`src/rtl/fifo_ctrl.sv`:
```
// Pointer, occupancy and flag controller for a synchronous FIFO memory.
// Drives the memory's write/read ports and reports full/empty, threshold and sticky error flags.
module fifo_ctrl #(
  parameter int MEM_LENGHT = 8,
  parameter int ADDR_WIDTH = 4
) (
  input  logic                  clk,
  input  logic                  reset,
  input  logic                  push,
  input  logic                  pop,
  input  logic [ADDR_WIDTH-1:0] umbral_alto,
  input  logic [ADDR_WIDTH-1:0] umbral_bajo,
  output logic                  write_enable,
  output logic                  read_enable,
  output logic [ADDR_WIDTH-1:0] write_addr,
  output logic [ADDR_WIDTH-1:0] read_addr,
  output logic [ADDR_WIDTH-1:0] fifo_count,
  output logic                  full,
  output logic                  empty,
  output logic                  almost_full,
  output logic                  almost_empty,
  output logic                  overflow,
  output logic                  underflow,
  output logic                  data_valid
);

  localparam logic [ADDR_WIDTH-1:0] LAST_ADDR  = ADDR_WIDTH'(MEM_LENGHT - 1);
  localparam logic [ADDR_WIDTH-1:0] FULL_COUNT = ADDR_WIDTH'(MEM_LENGHT);

  // Flags derive only from the registered count, so push/pop never reach them combinationally.
  assign full         = (fifo_count == FULL_COUNT);
  assign empty        = (fifo_count == '0);
  assign almost_full  = (fifo_count >= umbral_alto);
  assign almost_empty = (fifo_count <= umbral_bajo);

  // Requests are suppressed during reset so the memory sees no stray access.
  assign write_enable = push & ~full  & ~reset;
  assign read_enable  = pop  & ~empty & ~reset;

  // NOTE: sequential state uses non-blocking assignments so every register samples pre-edge values.
  always_ff @(posedge clk) begin
    if (reset) begin
      write_addr <= '0;
      read_addr  <= '0;
      fifo_count <= '0;
      overflow   <= 1'b0;
      underflow  <= 1'b0;
      data_valid <= 1'b0;
    end else begin
      if (write_enable)
        write_addr <= (write_addr == LAST_ADDR) ? '0 : write_addr + 1'b1;
      if (read_enable)
        read_addr <= (read_addr == LAST_ADDR) ? '0 : read_addr + 1'b1;

      unique case ({write_enable, read_enable})
        2'b10:   fifo_count <= fifo_count + 1'b1;
        2'b01:   fifo_count <= fifo_count - 1'b1;
        default: fifo_count <= fifo_count;
      endcase

      if (push && full)
        overflow <= 1'b1;
      if (pop && empty)
        underflow <= 1'b1;
      data_valid <= read_enable;
    end
  end

endmodule

```
`config.mk`:
```
export PLATFORM = sky130hd
export DESIGN_NAME = fifo_ctrl
export DESIGN_NICKNAME = d
export VERILOG_FILES = /design/src/rtl/fifo_ctrl.sv
export SDC_FILE = /design/constraint.sdc
export NUM_CORES = 1
export LEC_CHECK = 0
export ABC_AREA = 1
export BUFFER_PORTS_ARGS = -buffer_cell sky130_fd_sc_hd__buf_2
export CORE_MARGIN = 2
export CORE_UTILIZATION = 40
export CTS_CLUSTER_DIAMETER = 100
export DETAILED_ROUTE_END_ITERATION = 6
export PLACE_DENSITY_LB_ADDON = 0.25
export SYNTH_ARGS = -nofsm -noshare
export SYNTH_HDL_FRONTEND = slang
export SYNTH_SLANG_ARGS = --single-unit
export TNS_END_PERCENT = 1
```
`constraint.sdc`:
```
create_clock -name clk -period 2.09 [get_ports clk]
set_input_delay 0.1045 -clock clk [delete_from_list [all_inputs] [get_ports clk]]
set_output_delay 0.1045 -clock clk [all_outputs]
set_load 0.02 [all_outputs]
```
==> impl_metrics.py, run 1 <==
metrics = {
    "status": {
        "status": "completed",
    },
    "synthesis": {
        "async_reset_ff_share_pct": 0,
        "synthCells": 139,
        "synth-seq-area-share_pct": 28.27,
        "synth_edf_count": 0,
        "yosys-top-cells-area": "dfxtp_1 28%, ha_1 15%, inv_1 10%",
        "postSynthAreaPerCell_um2": 7.642,
        "synthFlopType": "dfxtp_1",
        "yosysWarnings": 0,
        "yosys.area.top_type": "dfxtp_1",
        "synth_area_um2": 1062,
        "synth_cell_types": 25,
        "yosys-top-cells-count": "29 x inv_1, 23 x nand2_1, 15 x dfxtp_1, 13 x ha_1, 10 x nand3_1",
        "syn_nets": 165,
        "ys_ff_latch": 15,
        "synth_most_common_cell": "inv_1",
        "synth_top_area_share_pct": 28.27,
    },
    "clock_network": {
        "worstSkewPairLatency_ns": 0.28,
        "cts_tree": "built",
        "post_cts_buffers": 0,
        "postCtsHoldBufs": 0,
        "clk_pin_slew_worst_paths_ns": 0.09,
        "cts_root_buffer": "clkbuf_4",
        "cts.sinks": 15,
        "cts_resized": 0,
        "clock_path_buffers": 2,
        "h-tree-depth": 1,
        "numCtsBuffers": 3,
    },
    "worst_setup_path": {
        "critPathMaxFanout": 7,
        "r2r-start": "fifo_count[3]",
        "endpoint_kind": "flop",
        "r2r_setup_slack_ns": 0.15,
        "critPathLaunchType": "flop",
        "critPathLaunch": "fifo_count[3]",
        "critPathRequiredTime_ns": 2.28,
        "criticalPathCategory": "flop to flop",
        "arrival_ns": 2.13,
    },
    "floorplanning": {
        "die_w_um": 55.54,
        "top_level_ports": 33,
        "die-area_um2": 3084,
        "initial_core_util_pct": 42.49,
        "die_h_um": 55.54,
        "row_count": 18,
        "core_area_um2": 2500,
    },
    "run": {
        "drv_cap": 0,
    },
    "detailed_routing": {
        "ant_nets": 0,
        "drtIter0Drc": 36,
        "vias": 978,
        "firstDrtPassIters": 4,
        "wl_per_cell_um": 10.42,
        "vias_per_cell": 4.725,
        "routed_wl_um": 2157,
        "drc": 0,
    },
    "grt": {
        "grt_pass1_vias": 936,
        "overflow": 0,
        "antenna_found_initial": 0,
        "grt_pass1_wl_um": 3815,
        "grtUsageTotal_pct": 15.18,
        "grt_max_degree": 10,
    },
    "sta": {
        "rsz0062_at_grt": "no",
        "drv_slew": 0,
        "fmax_ghz": 0.5158,
        "tightest_slew_ns": 0.3161,
        "hold_viol": 0,
        "finClkSkew_ns": 0.005965,
        "post-route-min-period_ns": 1.939,
        "finalSetupTns_ns": 0,
        "setup_viol": 0,
        "maxSlewHeadroom_pct": 78.90,
        "min_period_over_period_pct": 92.76,
    },
    "power_and_ir_drop": {
        "power_density_nw_per_um2": 786.3,
        "worst_ir_drop_vdd_mv": 0.4425,
        "leakage_uw": 0.0007496,
        "power.total_uw": 1022,
    },
    "hold_path": {
        "min-delay-path-class": "input port to flop",
        "hp-start": "reset",
    },
    "finish": {
        "fill_cells": 235,
        "fin_nets": 204,
        "n_antenna_cell": 0,
        "layout-drive-gt1-share_pct": 32.77,
        "multi_input_area_um2": 631.9,
        "syn_to_final_growth_pct": 22.38,
        "ff_latch_area_um2": 301.5,
    },
    "placed_design": {
        "io_buffers": 32,
        "routabilityCongestion": 0.8495,
        "dpl.hpwl_um": 1777,
    },
}
==> layout by cell type, fill, tap and decap left out, types with 4 or more instances in the layout <==
cell type / synthesis / layout
nor2_2: 4 / 4
o21ai_0: 5 / 5
nand3_1: 10 / 10
nand2_1: 23 / 23
a21oi_1: 9 / 9
buf_2: 0 / 32
dfxtp_1: 15 / 14
nor2_1: 6 / 6
ha_1: 13 / 13
inv_1: 29 / 29
==> flip-flops by register name (all words and copies together), names as in the netlist <==
name and flops:
fifo_count 4, read_addr 4, write_addr 4, data_valid 1, overflow 1, underflow 1
==> critical path, cell delays in order, from the launching register on <==
cell,delay (ns)
dfxtp_1,0.37
nor2_2,0.17
nand2_4,0.07
nand2_4,0.12
inv_4,0.06
ha_1,0.23
ha_1,0.33
a21oi_1,0.20
nand2_1,0.08
nand2_1,0.06
nand3_1,0.06
nand2_1,0.06
inv_1,0.03
==> final cells by class <==
cell class,instances,share of cell area [%]
multi-input cells,92,48.60
flip-flops and latches,15,23.20
repair buffers,35,14.05
inverters,31,9.143
well taps,30,2.887
clock buffers,3,1.732
clock inverters,1,0.3850
==> layer usage <==
metal	share of wire [%]	up-vias	GRT usage [%]
met5	0	-	0
met4	0.56	0	2.091
met3	5.0	2	4.918
met2	50	17	27.55
met1	44	442	17.62
li1	-	517	-
==> path summary, 6_finish.rpt <==
check                   to  depth (start not counted)
min reg2reg       overflow                          1
min          write_addr[2]                          2
max          fifo_count[3]                         12
max reg2reg  fifo_count[3]                         12
==> metrics by stage <==
step | setup slack [ns] | utilization (%) | hold WS [ns] | area (um^2) | instances
6_report | 0.1514 | 52.00 | 0.1425 | 1300 | 207
3_3_place_gp | 0.1460 | 50.85 | 0.4413 | 1271 | 203
3_5_place_dp | 0.09937 | 50.85 | 0.4486 | 1271 | 203
5_1_grt | 0.02558 | 52.00 | 0.1419 | 1300 | 207
2_1_floorplan | 0.1170 | - | 0.3089 | 1062 | 139
4_1_cts | 0.07908 | 51.95 | 0.1401 | 1299 | 207
==> cells by family after synthesis <==
logic type	synth area share, %
adder cells (fa/ha/maj)	17.20
buffers and inverters	12.25
flip-flops	28.27
AO/OA/AOI/OAI	12.72
AND/OR/NAND/NOR	27.09
XOR/XNOR	2.474
==> power by group <==
group	leakage (uW)	total (uW)	switching (uW)	internal [uW]
clock	0.0000177	165	94.1	71.1
combinational	0.000609	497	310	187
sequential	0.000123	360	37.0	323
total	0.000750	1020	441	581
Note: power is estimated with default switching activity, not from simulation.
==> inputs of run 2 (changes only) <==
--- a/config.mk
+++ b/config.mk
@@ -5,8 +5,8 @@
 export SDC_FILE = /design/constraint.sdc
 export NUM_CORES = 1
 export LEC_CHECK = 0
-export ABC_AREA = 1
 export BUFFER_PORTS_ARGS = -buffer_cell sky130_fd_sc_hd__buf_2
+export CAP_MARGIN = 20
 export CORE_MARGIN = 2
 export CORE_UTILIZATION = 40
 export CTS_CLUSTER_DIAMETER = 100
==> run 2 against run 1 <==
Sequential power shrank 9.4%. Register-to-register slack got worse by 0.23 ns. Highest routed layer unchanged. The run now ends with negative setup slack left. Largest cell class unchanged. Clock skew decreased by 0.0013 ns.
==> impl_metrics.py, run 2 <==
metrics = {
    "synthesis": {
        "synthCells": 105,
        "syn_nets": 131,
        "yosysWarnings": 0,
        "synth_cell_types": 30,
        "postSynthAreaPerCell_um2": 8.913,
        "synth_top_area_share_pct": 32.09,
        "yosys.area.top_type": "dfxtp_1",
        "synth_edf_count": 0,
        "async_reset_ff_share_pct": 0,
        "synthFlopType": "dfxtp_1",
        "yosys-top-cells-area": "dfxtp_1 32%, ha_1 17%, inv_1 5.6%",
        "synth_area_um2": 935.9,
        "ys_ff_latch": 15,
        "synth_most_common_cell": "dfxtp_1",
        "yosys-top-cells-count": "15 x dfxtp_1, 14 x inv_1, 13 x ha_1, 10 x nand2_1, 10 x nor2_1",
        "synth-seq-area-share_pct": 32.09,
    },
    "power_and_ir_drop": {
        "pwr-share-comb_pct": 35.9,
        "intPower_uw": 501.4,
        "power_density_nw_per_um2": 582.8,
        "seqPwrFrac_pct": 42.6,
        "clock_power_share_pct": 21.6,
        "worst_ir_drop_vdd_mv": 0.3783,
        "leakage_uw": 0.0006865,
        "p_sw_share_pct": 34.52,
        "power_switching_uw": 264.3,
    },
    "finish": {
        "n_antenna_cell": 0,
        "fin_nets": 181,
        "syn_to_final_growth_pct": 40.37,
        "design_area_um2": 1314,
        "top_regs": "fifo_count (4), read_addr (4), write_addr (4)",
        "final_cell_mix": "32 x buf_2, 14 x buf_4, 13 x inv_1",
        "layout-drive-gt1-share_pct": 40.91,
        "final_common_cell": "buf_2",
        "fill_cells": 205,
    },
    "grt": {
        "grt_pass1_vias": 810,
        "grtUsageTotal_pct": 17.70,
        "grt_pass1_wl_um": 3498,
        "antenna_found_initial": 0,
        "grt_max_degree": 13,
        "overflow": 0,
    },
    "hold_path": {
        "min-delay-path-class": "input port to flop",
    },
    "placed_design": {
        "dpl.hpwl_um": 1708,
        "io_buffers": 32,
        "placed_cell_area_um2": 1276,
        "routabilityCongestion": 0.7727,
    },
    "status": {
        "status": "finished, violations left",
        "violations": "negative setup slack",
    },
    "worst_setup_path": {
        "crit_buf_inv": 0,
        "critPathRequiredTime_ns": 2.30,
        "critPathLaunchType": "flop",
        "critPathTopFamily": "simple AND/OR/NAND/NOR gates",
        "crit_path_frequent_cell": "ha_4",
        "slowest_stage": "or4_1",
        "criticalPathCategory": "flop to flop",
        "critPathMaxStageDelay_ns": 0.39,
        "critPathMaxFanout": 4,
        "crit_path_cell_trace": "nor4_4 > nor3b_4 > ha_4 > ha_4 > nand3_1 > and3_1 > or4_1 > a21oi_1",
        "endpoint_kind": "flop",
        "arrival_ns": 2.39,
    },
    "detailed_routing": {
        "drtIter0Drc": 10,
        "firstDrtPassIters": 4,
        "vias": 884,
        "ant_nets": 0,
        "drc": 0,
        "vias_per_cell": 4.857,
        "wl_per_cell_um": 11.50,
        "routed_wl_um": 2093,
    },
    "sta": {
        "drv_slew": 0,
        "setup_viol": 1,
        "setup_ws_ns": -0.08196,
        "min_period_over_period_pct": 103.9,
        "finalSetupTns_ns": -0.08196,
        "rsz0062_at_grt": "yes",
        "fmax_ghz": 0.4604,
        "hold_viol": 0,
        "finClkSkew_ns": 0.004714,
        "post-route-min-period_ns": 2.172,
        "maxSlewHeadroom_pct": 76.69,
        "tightest_slew_ns": 0.3453,
        "holdWs_ns": 0.05669,
    },
    "run": {
        "drv_cap": 0,
    },
    "clock_network": {
        "worstSkewPairLatency_ns": 0.29,
        "post_cts_buffers": 0,
        "postCtsHoldBufs": 0,
        "clock_path_buffers": 2,
        "cts.sinks": 15,
        "numCtsBuffers": 3,
        "clk_pin_slew_worst_paths_ns": 0.08,
        "cts_root_buffer": "clkbuf_4",
        "cts_tree": "built",
        "h-tree-depth": 1,
    },
    "floorplanning": {
        "die-area_um2": 2743,
        "top_level_ports": 33,
        "initial_core_util_pct": 42.31,
        "die_w_um": 52.37,
        "core_area_um2": 2212,
        "row_count": 17,
        "die_h_um": 52.37,
    },
}
==> run 2: cell types whose count changed after synthesis, moves of 4 or more <==
cell,previous run,this run
inv_1,29,14
nand2_1,23,10
mux2i_1,0,4
nor2_2,4,0
nor2_1,6,10
nand3_1,10,2
==> run 2: path summary, 6_finish.rpt <==
| kind | from | depth (start not counted) | endpoint | slack [ns] |
|---|---|---|---|---|
| setup / recovery | fifo_count[3] | 8 | fifo_count[3] | -0.08 |
| hold / removal | push | 3 | overflow | 0.06 |
| setup reg to reg | fifo_count[3] | 8 | fifo_count[3] | -0.08 |
| hold reg to reg | overflow | 2 | overflow | 0.47 |
==> run 2: cell type report <==
class / count / area, um^2 / area share (%)
multi-input cells: 75 / 623.1 / 47.43
flip-flops and latches: 15 / 310.3 / 23.62
repair buffers: 46 / 265.3 / 20.19
inverters: 14 / 52.55 / 4.000
well taps: 28 / 35.03 / 2.667
clock buffers: 3 / 22.52 / 1.714
clock inverters: 1 / 5.005 / 0.3810
==> run 2: repair_timing <==
action,CTS,global route
setup endpoints to repair,1,5
pin swaps,0,1
gates resized for setup,1,1
gates cloned,0,0
==> run 2: logic make-up after synthesis <==
kind of cell	after synthesis	share of synthesized area, %
AND/OR/NAND/NOR	34	21.53
AO/OA/AOI/OAI	20	13.50
buffers and inverters	15	6.016
flip-flops	15	32.09
adder cells (fa/ha/maj)	14	19.52
multiplexers	5	5.481
XOR/XNOR	2	1.872
==> run 2: layer usage <==
layer | global-route usage, % | vias up | part of all wire [%]
met2 | 30.83 | 17 | 51
li1 | - | 463 | -
met3 | 6.000 | 2 | 3.9
met4 | 6.410 | 0 | 1.2
met1 | 19.79 | 402 | 44
met5 | 0 | - | 0
==> run 2: tightest hold or removal path: stages <==
cell	delay [ns]
buf_2	0.09
a21oi_1	0.05
nor2_1	0.07
==> run 2: power by group through the flow <==
stage / registers, uW / logic (uW) / clock network [uW]
after floorplan: 358 / 143 / 0
after global placement: 331 / 262 / 0
after detailed placement: 332 / 274 / 0
after CTS: 326 / 278 / 171
after global routing: 328 / 303 / 184
final: 326 / 275 / 165
==> run 2: metrics by stage <==
step / cells / util [%] / setup slack (ns) / total power (uW)
2_1_floorplan: 105 / - / -0.3732 / 500.8
3_3_place_gp: 178 / 57.69 / -0.005134 / 593.7
3_5_place_dp: 178 / 57.69 / -0.1265 / 605.9
4_1_cts: 182 / 59.39 / -0.1181 / 774.6
5_1_grt: 182 / 59.39 / -0.1951 / 815.9
6_report: 182 / 59.39 / -0.08196 / 765.6
